[src/rtl/fifo_arb_pkg.sv]
// -----------------------------------------------------------------------------
// Shared definitions for the FIFO write-port arbiter.
//
// FIFO_param_pkg : FIFO-wide parameters (data width) shared with the FIFO
//                  write-logic block.
// fifo_arb_pkg   : arbiter state encoding, default sizing, requester-id type
//                  and the round-robin pointer increment helper.
// -----------------------------------------------------------------------------
package FIFO_param_pkg;
    localparam int WIDTH = 32;
endpackage

package fifo_arb_pkg;
    import FIFO_param_pkg::WIDTH;

    localparam int WIDTH_DEF   = WIDTH;
    localparam int NUM_REQ_DEF = 4;
    localparam int TIMEOUT_DEF = 64;

    typedef enum logic {
        IDLE = 1'b0,
        LOCK = 1'b1
    } arb_state_t;

    typedef logic [$clog2(NUM_REQ_DEF)-1:0] req_id_t;

    // Next round-robin start position: the requester after id, wrapping at n.
    function automatic int rr_next(input int id, input int n);
        return (id + 1 >= n) ? 0 : id + 1;
    endfunction
endpackage

[src/rtl/fifo_wr_arbiter_pick.sv]
// -----------------------------------------------------------------------------
// rr_priority_pick: purely combinational round-robin priority selector.
// Searches req_i starting at rr_ptr_i and moving upward with wrap-around;
// returns the first set position. Shared with the read-side arbiter.
//
// Ports:
//   req_i      in  N    request vector
//   rr_ptr_i   in  IW   position with highest priority this cycle
//   winner_o   out IW   index of the selected request (0 when none)
//   any_req_o  out 1    at least one request bit is set
// -----------------------------------------------------------------------------
module rr_priority_pick
    import fifo_arb_pkg::*;
#(
    parameter  int N  = NUM_REQ_DEF,
    localparam int IW = $clog2(N)
) (
    input  logic [N-1:0]  req_i,
    input  logic [IW-1:0] rr_ptr_i,
    output logic [IW-1:0] winner_o,
    output logic          any_req_o
);

    int idx;

    // NOTE: every output of a combinational block gets a default before any
    // conditional assignment, otherwise a latch is inferred.
    always_comb begin
        winner_o  = '0;
        any_req_o = |req_i;
        idx       = 0;
        // Walk from the farthest offset down to offset 0 so the position
        // closest to rr_ptr_i is the last (and therefore winning) assignment.
        for (int off = N - 1; off >= 0; off--) begin
            idx = int'(rr_ptr_i) + off;
            if (idx >= N) begin
                idx = idx - N;
            end
            if (req_i[idx]) begin
                winner_o = IW'(idx);
            end
        end
    end

endmodule

[src/rtl/fifo_wr_arbiter.sv]
// -----------------------------------------------------------------------------
// fifo_wr_arbiter: shares one FIFO write port among NUM_REQ producers with
// round-robin arbitration and burst locking. A grant is taken in IDLE (one
// bubble cycle) and held in LOCK until the owner transfers a beat marked last.
// Beats pass through combinationally; nothing is written while fifo_full=1.
//
// Optional feature (macro FIFO_WR_ARBITER_WATCHDOG_EN): an idle-owner watchdog
// releases a grant whose owner stops presenting beats, and pulses arb_timeout.
//
// Ports:
//   CLK           in   1               system clock
//   nRST          in   1               synchronous reset, active HIGH
//   req_valid     in   NUM_REQ         per-requester beat valid
//   req_last      in   NUM_REQ         final beat of a requester's burst
//   req_data      in   NUM_REQ*WIDTH   packed beats, requester i at [i*WIDTH +: WIDTH]
//   req_ready     out  NUM_REQ         beat accepted (one-hot or zero)
//   fifo_full     in   1               FIFO full flag
//   fifo_wr_err   in   1               FIFO write error
//   fifo_wr_en    out  1               FIFO write strobe
//   fifo_wr_data  out  WIDTH           FIFO write data
//   grant_id      out  $clog2(NUM_REQ) current owner, valid while busy=1
//   busy          out  1               a grant is held
//   arb_err       out  1               sticky: write error seen on our write
//   arb_timeout   out  1               (watchdog build only) one-cycle pulse
// -----------------------------------------------------------------------------
module fifo_wr_arbiter
    import fifo_arb_pkg::*;
#(
    parameter  int WIDTH   = WIDTH_DEF,
    parameter  int NUM_REQ = NUM_REQ_DEF,
    parameter  int TIMEOUT = TIMEOUT_DEF,
    localparam int IDW     = $clog2(NUM_REQ)
) (
    input  logic                     CLK,
    input  logic                     nRST,
    input  logic [NUM_REQ-1:0]       req_valid,
    input  logic [NUM_REQ-1:0]       req_last,
    input  logic [NUM_REQ*WIDTH-1:0] req_data,
    output logic [NUM_REQ-1:0]       req_ready,
    input  logic                     fifo_full,
    input  logic                     fifo_wr_err,
    output logic                     fifo_wr_en,
    output logic [WIDTH-1:0]         fifo_wr_data,
    output logic [IDW-1:0]           grant_id,
    output logic                     busy,
    output logic                     arb_err
`ifdef FIFO_WR_ARBITER_WATCHDOG_EN
    ,
    output logic                     arb_timeout
`endif
);

    arb_state_t     state_q, state_d;
    logic [IDW-1:0] grant_q, grant_d;
    logic [IDW-1:0] rr_ptr_q, rr_ptr_d;
    logic           arb_err_q, arb_err_d;

    logic [IDW-1:0] pick_id;
    logic           any_req;
    logic           in_lock;
    logic           owner_valid;
    logic           owner_last;
    logic           wr_en;
    logic [IDW-1:0] next_ptr;

    rr_priority_pick #(
        .N (NUM_REQ)
    ) u_pick (
        .req_i     (req_valid),
        .rr_ptr_i  (rr_ptr_q),
        .winner_o  (pick_id),
        .any_req_o (any_req)
    );

    assign in_lock     = (state_q == LOCK);
    assign owner_valid = req_valid[grant_q];
    assign owner_last  = req_last[grant_q];
    assign next_ptr    = IDW'(rr_next(int'(grant_q), NUM_REQ));

    // The reset term blocks a beat from being accepted in the cycle that
    // abandons the burst, so the producer never sees a half-counted transfer.
    assign wr_en = in_lock & owner_valid & ~fifo_full & ~nRST;

`ifdef FIFO_WR_ARBITER_WATCHDOG_EN
    localparam int CW = $clog2(TIMEOUT + 1);

    logic [CW-1:0] wd_cnt_q, wd_cnt_d;
    logic [CW-1:0] wd_cnt_inc;
    logic          timeout_q, timeout_d;

    assign wd_cnt_inc = wd_cnt_q + CW'(1);
`else
    logic unused_timeout;
    assign unused_timeout = (TIMEOUT != 0);
`endif

    always_comb begin
        state_d   = state_q;
        grant_d   = grant_q;
        rr_ptr_d  = rr_ptr_q;
        arb_err_d = arb_err_q | (wr_en & fifo_wr_err);

        unique case (state_q)
            IDLE: begin
                if (any_req) begin
                    grant_d = pick_id;
                    state_d = LOCK;
                end
            end
            LOCK: begin
                if (wr_en && owner_last) begin
                    state_d  = IDLE;
                    rr_ptr_d = next_ptr;
                end
            end
            default: state_d = IDLE;
        endcase

`ifdef FIFO_WR_ARBITER_WATCHDOG_EN
        wd_cnt_d  = '0;
        timeout_d = 1'b0;
        if (in_lock) begin
            if (wr_en) begin
                wd_cnt_d = '0;
            end else if (!owner_valid && !fifo_full) begin
                // Fire in the idle cycle that brings the count to TIMEOUT-1,
                // so the pulse and IDLE appear together one cycle later.
                if (wd_cnt_inc == CW'(TIMEOUT - 1)) begin
                    state_d   = IDLE;
                    rr_ptr_d  = next_ptr;
                    timeout_d = 1'b1;
                    wd_cnt_d  = '0;
                end else begin
                    wd_cnt_d = wd_cnt_inc;
                end
            end else begin
                // Stalled by full: the owner is not idle, hold the count.
                wd_cnt_d = wd_cnt_q;
            end
        end
`endif
    end

    // NOTE: sequential state uses non-blocking assignments only, so every
    // register samples the pre-edge value of every other register. Reset here
    // is synchronous and active-high, checked first inside the clocked block.
    always_ff @(posedge CLK) begin
        if (nRST) begin
            state_q   <= IDLE;
            grant_q   <= '0;
            rr_ptr_q  <= '0;
            arb_err_q <= 1'b0;
`ifdef FIFO_WR_ARBITER_WATCHDOG_EN
            wd_cnt_q  <= '0;
            timeout_q <= 1'b0;
`endif
        end else begin
            state_q   <= state_d;
            grant_q   <= grant_d;
            rr_ptr_q  <= rr_ptr_d;
            arb_err_q <= arb_err_d;
`ifdef FIFO_WR_ARBITER_WATCHDOG_EN
            wd_cnt_q  <= wd_cnt_d;
            timeout_q <= timeout_d;
`endif
        end
    end

    assign fifo_wr_en   = wr_en;
    assign req_ready    = wr_en ? ({{(NUM_REQ-1){1'b0}}, 1'b1} << grant_q) : '0;
    assign fifo_wr_data = in_lock ? req_data[int'(grant_q) * WIDTH +: WIDTH] : '0;
    assign grant_id     = grant_q;
    assign busy         = in_lock;
    assign arb_err      = arb_err_q;
`ifdef FIFO_WR_ARBITER_WATCHDOG_EN
    assign arb_timeout  = timeout_q;
`endif

endmodule

[config.mk]
export PLATFORM = sky130hd
export DESIGN_NAME = fifo_wr_arbiter
export DESIGN_NICKNAME = d
export VERILOG_FILES = /design/src/rtl/fifo_arb_pkg.sv /design/src/rtl/fifo_wr_arbiter_pick.sv /design/src/rtl/fifo_wr_arbiter.sv
export SDC_FILE = /design/constraint.sdc
export NUM_CORES = 1
export LEC_CHECK = 0
export ABC_AREA = 1
export ABC_CLOCK_PERIOD_IN_PS = 2840
export CAP_MARGIN = 40
export CORE_MARGIN = 1.5
export CORE_UTILIZATION = 31
export DETAILED_ROUTE_END_ITERATION = 10
export PLACE_DENSITY_LB_ADDON = 0.08
export REMOVE_ABC_BUFFERS = 1
export SYNTH_ARGS = -nofsm -noshare
export SYNTH_HDL_FRONTEND = slang
export SYNTH_SLANG_ARGS = --single-unit
export TNS_END_PERCENT = 5
[constraint.sdc]
create_clock -name CLK -period 2.84 [get_ports CLK]
set_input_delay 0.852 -clock CLK [delete_from_list [all_inputs] [get_ports CLK]]
set_output_delay 0.852 -clock CLK [all_outputs]
set_load 0.01 [all_outputs]
==> results summary <==
The worst setup path is launched from an input pin. The slew at the pin closest to its max-slew limit came out at 0.378 ns. The synthesized netlist devotes between 2 and 3% of its cell area to adder and majority cells. STA classifies the critical path endpoint as a primary output. The detailed-router iteration count before antenna repair came out at 4. In the routed design, unresolved DRC markers number 0. The number of max-cap violations is 0. Summing the areas of all compound-gate instances in the mapped netlist gives 33.2% of the synthesized area. The mean routed wirelength per cell is 13.5 µm. The biggest fanout along the worst timing path came out at 1.

The cell accounting for the most synthesized area is sky130_fd_sc_hd__nor2_1. The synthesized netlist contains 27 unique library cells. The number of antenna diodes in the final layout is 0.

Counting every sink on the clock net gives 6. The die extent in x is 76.7 µm. The pin count of the biggest net entering global routing came out at 72.

The via density per instance came out at roughly 4.8. The register area share after synthesis came out at 7.14%. Row generation in the floorplan step produced 26 rows. In this run the deepest clock path goes through 2 buffers. The maximum clock frequency is around 350 MHz. The mapped cell area came out at 1680 µm². Setup repair after global routing could not meet its margin everywhere. The flow ran to the end, and the final reports show no timing, DRC or antenna violations. TritonCTS built the clock tree. The die is between 70 and 80 µm tall. The number of antenna violations at the first check in global routing came out at 0. The top cell type's share of synthesized area came out at between 30 and 40%.

In the final layout, the share of cells above drive strength 1 is between 10% and 20%. The parity-gate share of the synthesized area counting xor and xnor cells came out at 0.520%. The total number of yosys warnings is 0. The starting density of the core came out at ~33%. The initial detailed-routing violation count came out at 97. The synthesized flop and latch total came out at 6. Setup slack on the critical path of the routed design comes to 0.000809 ns.

The register area is 121 µm². For this run, the total global-route usage over all layers was measured as between 20% and 30%. The hold violation count in the final report is 0.

By area, the combinational part of the netlist is dominated by simple AND/OR/NAND/NOR gates. The number of cells in the design after placement came out at 577. sky130_fd_sc_hd__nor2_1 is the most common cell in the netlist. The total count of max-transition violations in the final report came out at 0. The average instance in the mapped netlist occupies around 4.9 µm².

The share of cell area taken by muxes after synthesis is 0%. The worst setup path is of the in2out kind. The synthesis-to-layout area growth is 105%.

The largest voltage drop on the vdd net came out at between 0.00015 and 0.0002 V. Adding up every negative setup slack in the final design gives 0 ns. The overall routed net length came out at ~8000 µm.

By area the synthesized netlist is led by sky130_fd_sc_hd__nor2_1, sky130_fd_sc_hd__o21ai_0, sky130_fd_sc_hd__a21oi_1, sky130_fd_sc_hd__dfxtp_1, sky130_fd_sc_hd__nand2_1. In this run the standard cell core region covers around 5200 µm². The share of flip-flops with an asynchronous set or reset after synthesis is 0%.

The I/O pin total came out at approximately 180. The total congestion overflow after global routing came out at 0. Counting the fill cells in the layout gives 510. The via count of the first global-routing pass was around 2.8k. For this design the static power due to leakage is ~0.0015 µW.

The most used flip-flop cell after synthesis is sky130_fd_sc_hd__dfxtp_1. The placer congestion estimate came out at around 0.86. The number of buffers inserted by hold repair at cts came out at 0. The number of buffers created by CTS is 3. Cells fill 66.6% of the core in the end. The total power per unit cell area came out at 226 nW/µm².

The post-detailed-route count of antenna-violating nets is 0. The multi-input combinational cells in the finished layout cover a total of ~1400 µm². The detailed-placement wirelength estimate came out at roughly 6000 µm. The clock-pin slew on the worst setup and hold paths is approximately 0.040 ns. CTS built an H-tree with a depth of 1. The detailed router placed between 2k and 3k vias in this run. The floorplan step defined a die boundary enclosing roughly 5900 µm². The required time at the endpoint of the critical path came out at approximately 2 ns.

The headroom to the max-slew limit is around 75%. In the synthesized netlist, the cells that appear most often are sky130_fd_sc_hd__nor2_1, sky130_fd_sc_hd__o21ai_0, sky130_fd_sc_hd__a21oi_1. The post-layout net count came out at 657. Data on the critical path arrives at its endpoint at 1.99 ns. The count of port buffers added during placement came out at between 150 and 200.

The count of endpoints failing setup in the final report came out at 0. The synthesized netlist cell count came out at ~340. The fraction of the cycle the final worst path needs is around 100%.

The tightest min-delay check is of the reg2reg type. The clock arrives with between 0.003 and 0.004 ns of skew. The post-layout instance count excluding filler cells is between 500 and 600. The worst slack at placement came out at -0.376 ns. The later pin in the worst-skew pair is clocked with a latency of between 0.2 and 0.25 ns. The first-pass GRT wire length came out at ~13000 µm. The number of flops mapped to enable cells by yosys is 0.

The clock root buffer master is sky130_fd_sc_hd__clkbuf_8. The worst path needs approximately 2.8 ns of the cycle, external delays included. The simple-gate portion of the synthesized area came out at around 43%.
[placed cells by master, fill, tap and decap left out, types with 3 or more instances in the layout]
cell type,n
sky130_fd_sc_hd__o21ai_0,65
sky130_fd_sc_hd__inv_1,14
sky130_fd_sc_hd__dfxtp_1,5
sky130_fd_sc_hd__nor2_1,137
sky130_fd_sc_hd__clkdlybuf4s15_1,3
sky130_fd_sc_hd__clkbuf_8,3
sky130_fd_sc_hd__a21oi_1,37
sky130_fd_sc_hd__ha_1,4
sky130_fd_sc_hd__o21ai_1,3
sky130_fd_sc_hd__clkbuf_2,30
sky130_fd_sc_hd__dlymetal6s2s_1,4
sky130_fd_sc_hd__nand3_1,11
sky130_fd_sc_hd__nand2_1,24
sky130_fd_sc_hd__buf_4,9
sky130_fd_sc_hd__clkdlybuf4s50_1,139
[power breakdown]
part           leakage [µW]  switching [µW]  internal (µW)  total [µW]
clock network     0.0000216            36.9           91.1         128
logic               0.00145             255            300         555
registers         0.0000494            7.05           89.8        96.9
total               0.00152             299            481         780
[through the flow]
step           power, µW  hold WS, ns  cell area [µm²]
4_1_cts              794        0.474             3530
2_1_floorplan        333        0.501             1540
5_1_grt              853        0.500             3440
6_report             780        0.466             3440
3_5_place_dp         693        0.466             3510
3_3_place_gp         686        0.451             3510
[metal layers]
metal | share of wire, % | vias to the layer above | track usage [%] | routed length, µm
met5 | 0 | - | 0 | 0
li1 | - | 1453 | - | -
met4 | 3.7 | 0 | 7.96 | 291
met1 | 39 | 1204 | 28.4 | 3070
met2 | 49 | 126 | 48.0 | 3840
met3 | 8.3 | 24 | 8.10 | 652
[layout make-up]
class,count,share of cell area (%)
clock buffers,3,1.20
inverters,17,2.14
multi-input cells,294,39.6
flip-flops and latches,6,3.52
well taps,70,2.54
repair buffers,191,50.9
[kinds of logic after synthesis]
kind of cell,count (synthesis)
AO/OA/AOI/OAI,108
AND/OR/NAND/NOR,181
adder cells (fa/ha/maj),4
XOR/XNOR,1
flip-flops,6
buffers and inverters,43
[flip-flops by register name (all words and copies together), names as in the netlist]
name and cells:
grant_id 2, rr_ptr_q 2, arb_err 1, busy 1
[repair_timing]
item                                    in CTS  in global routing
pin swaps                                    2                  3
endpoints found under the setup margin      37                 36
resized for setup                           47                 71
setup buffers                                1                  0
[worst max-delay path, cell delays in order]
cell and delay [ns]:
sky130_fd_sc_hd__clkdlybuf4s50_1 0.47, sky130_fd_sc_hd__nor2_1 0.04, sky130_fd_sc_hd__nor2_1 0.08, sky130_fd_sc_hd__o21ai_0 0.08, sky130_fd_sc_hd__a21oi_1 0.17, sky130_fd_sc_hd__dlygate4sd2_1 0.29
[worst paths after layout]
path	startpoint	to	slack (ns)	cells past startpoint
worst max register to register	grant_id[0]	rr_ptr_q[1]	1.25	9
worst min-delay path	arb_err	arb_err	0.47	2
worst max-delay path	req_data[11]	fifo_wr_data[11]	0.0008	6
worst min register to register	arb_err	arb_err	0.47	2
(Power assumes the default switching activity.)
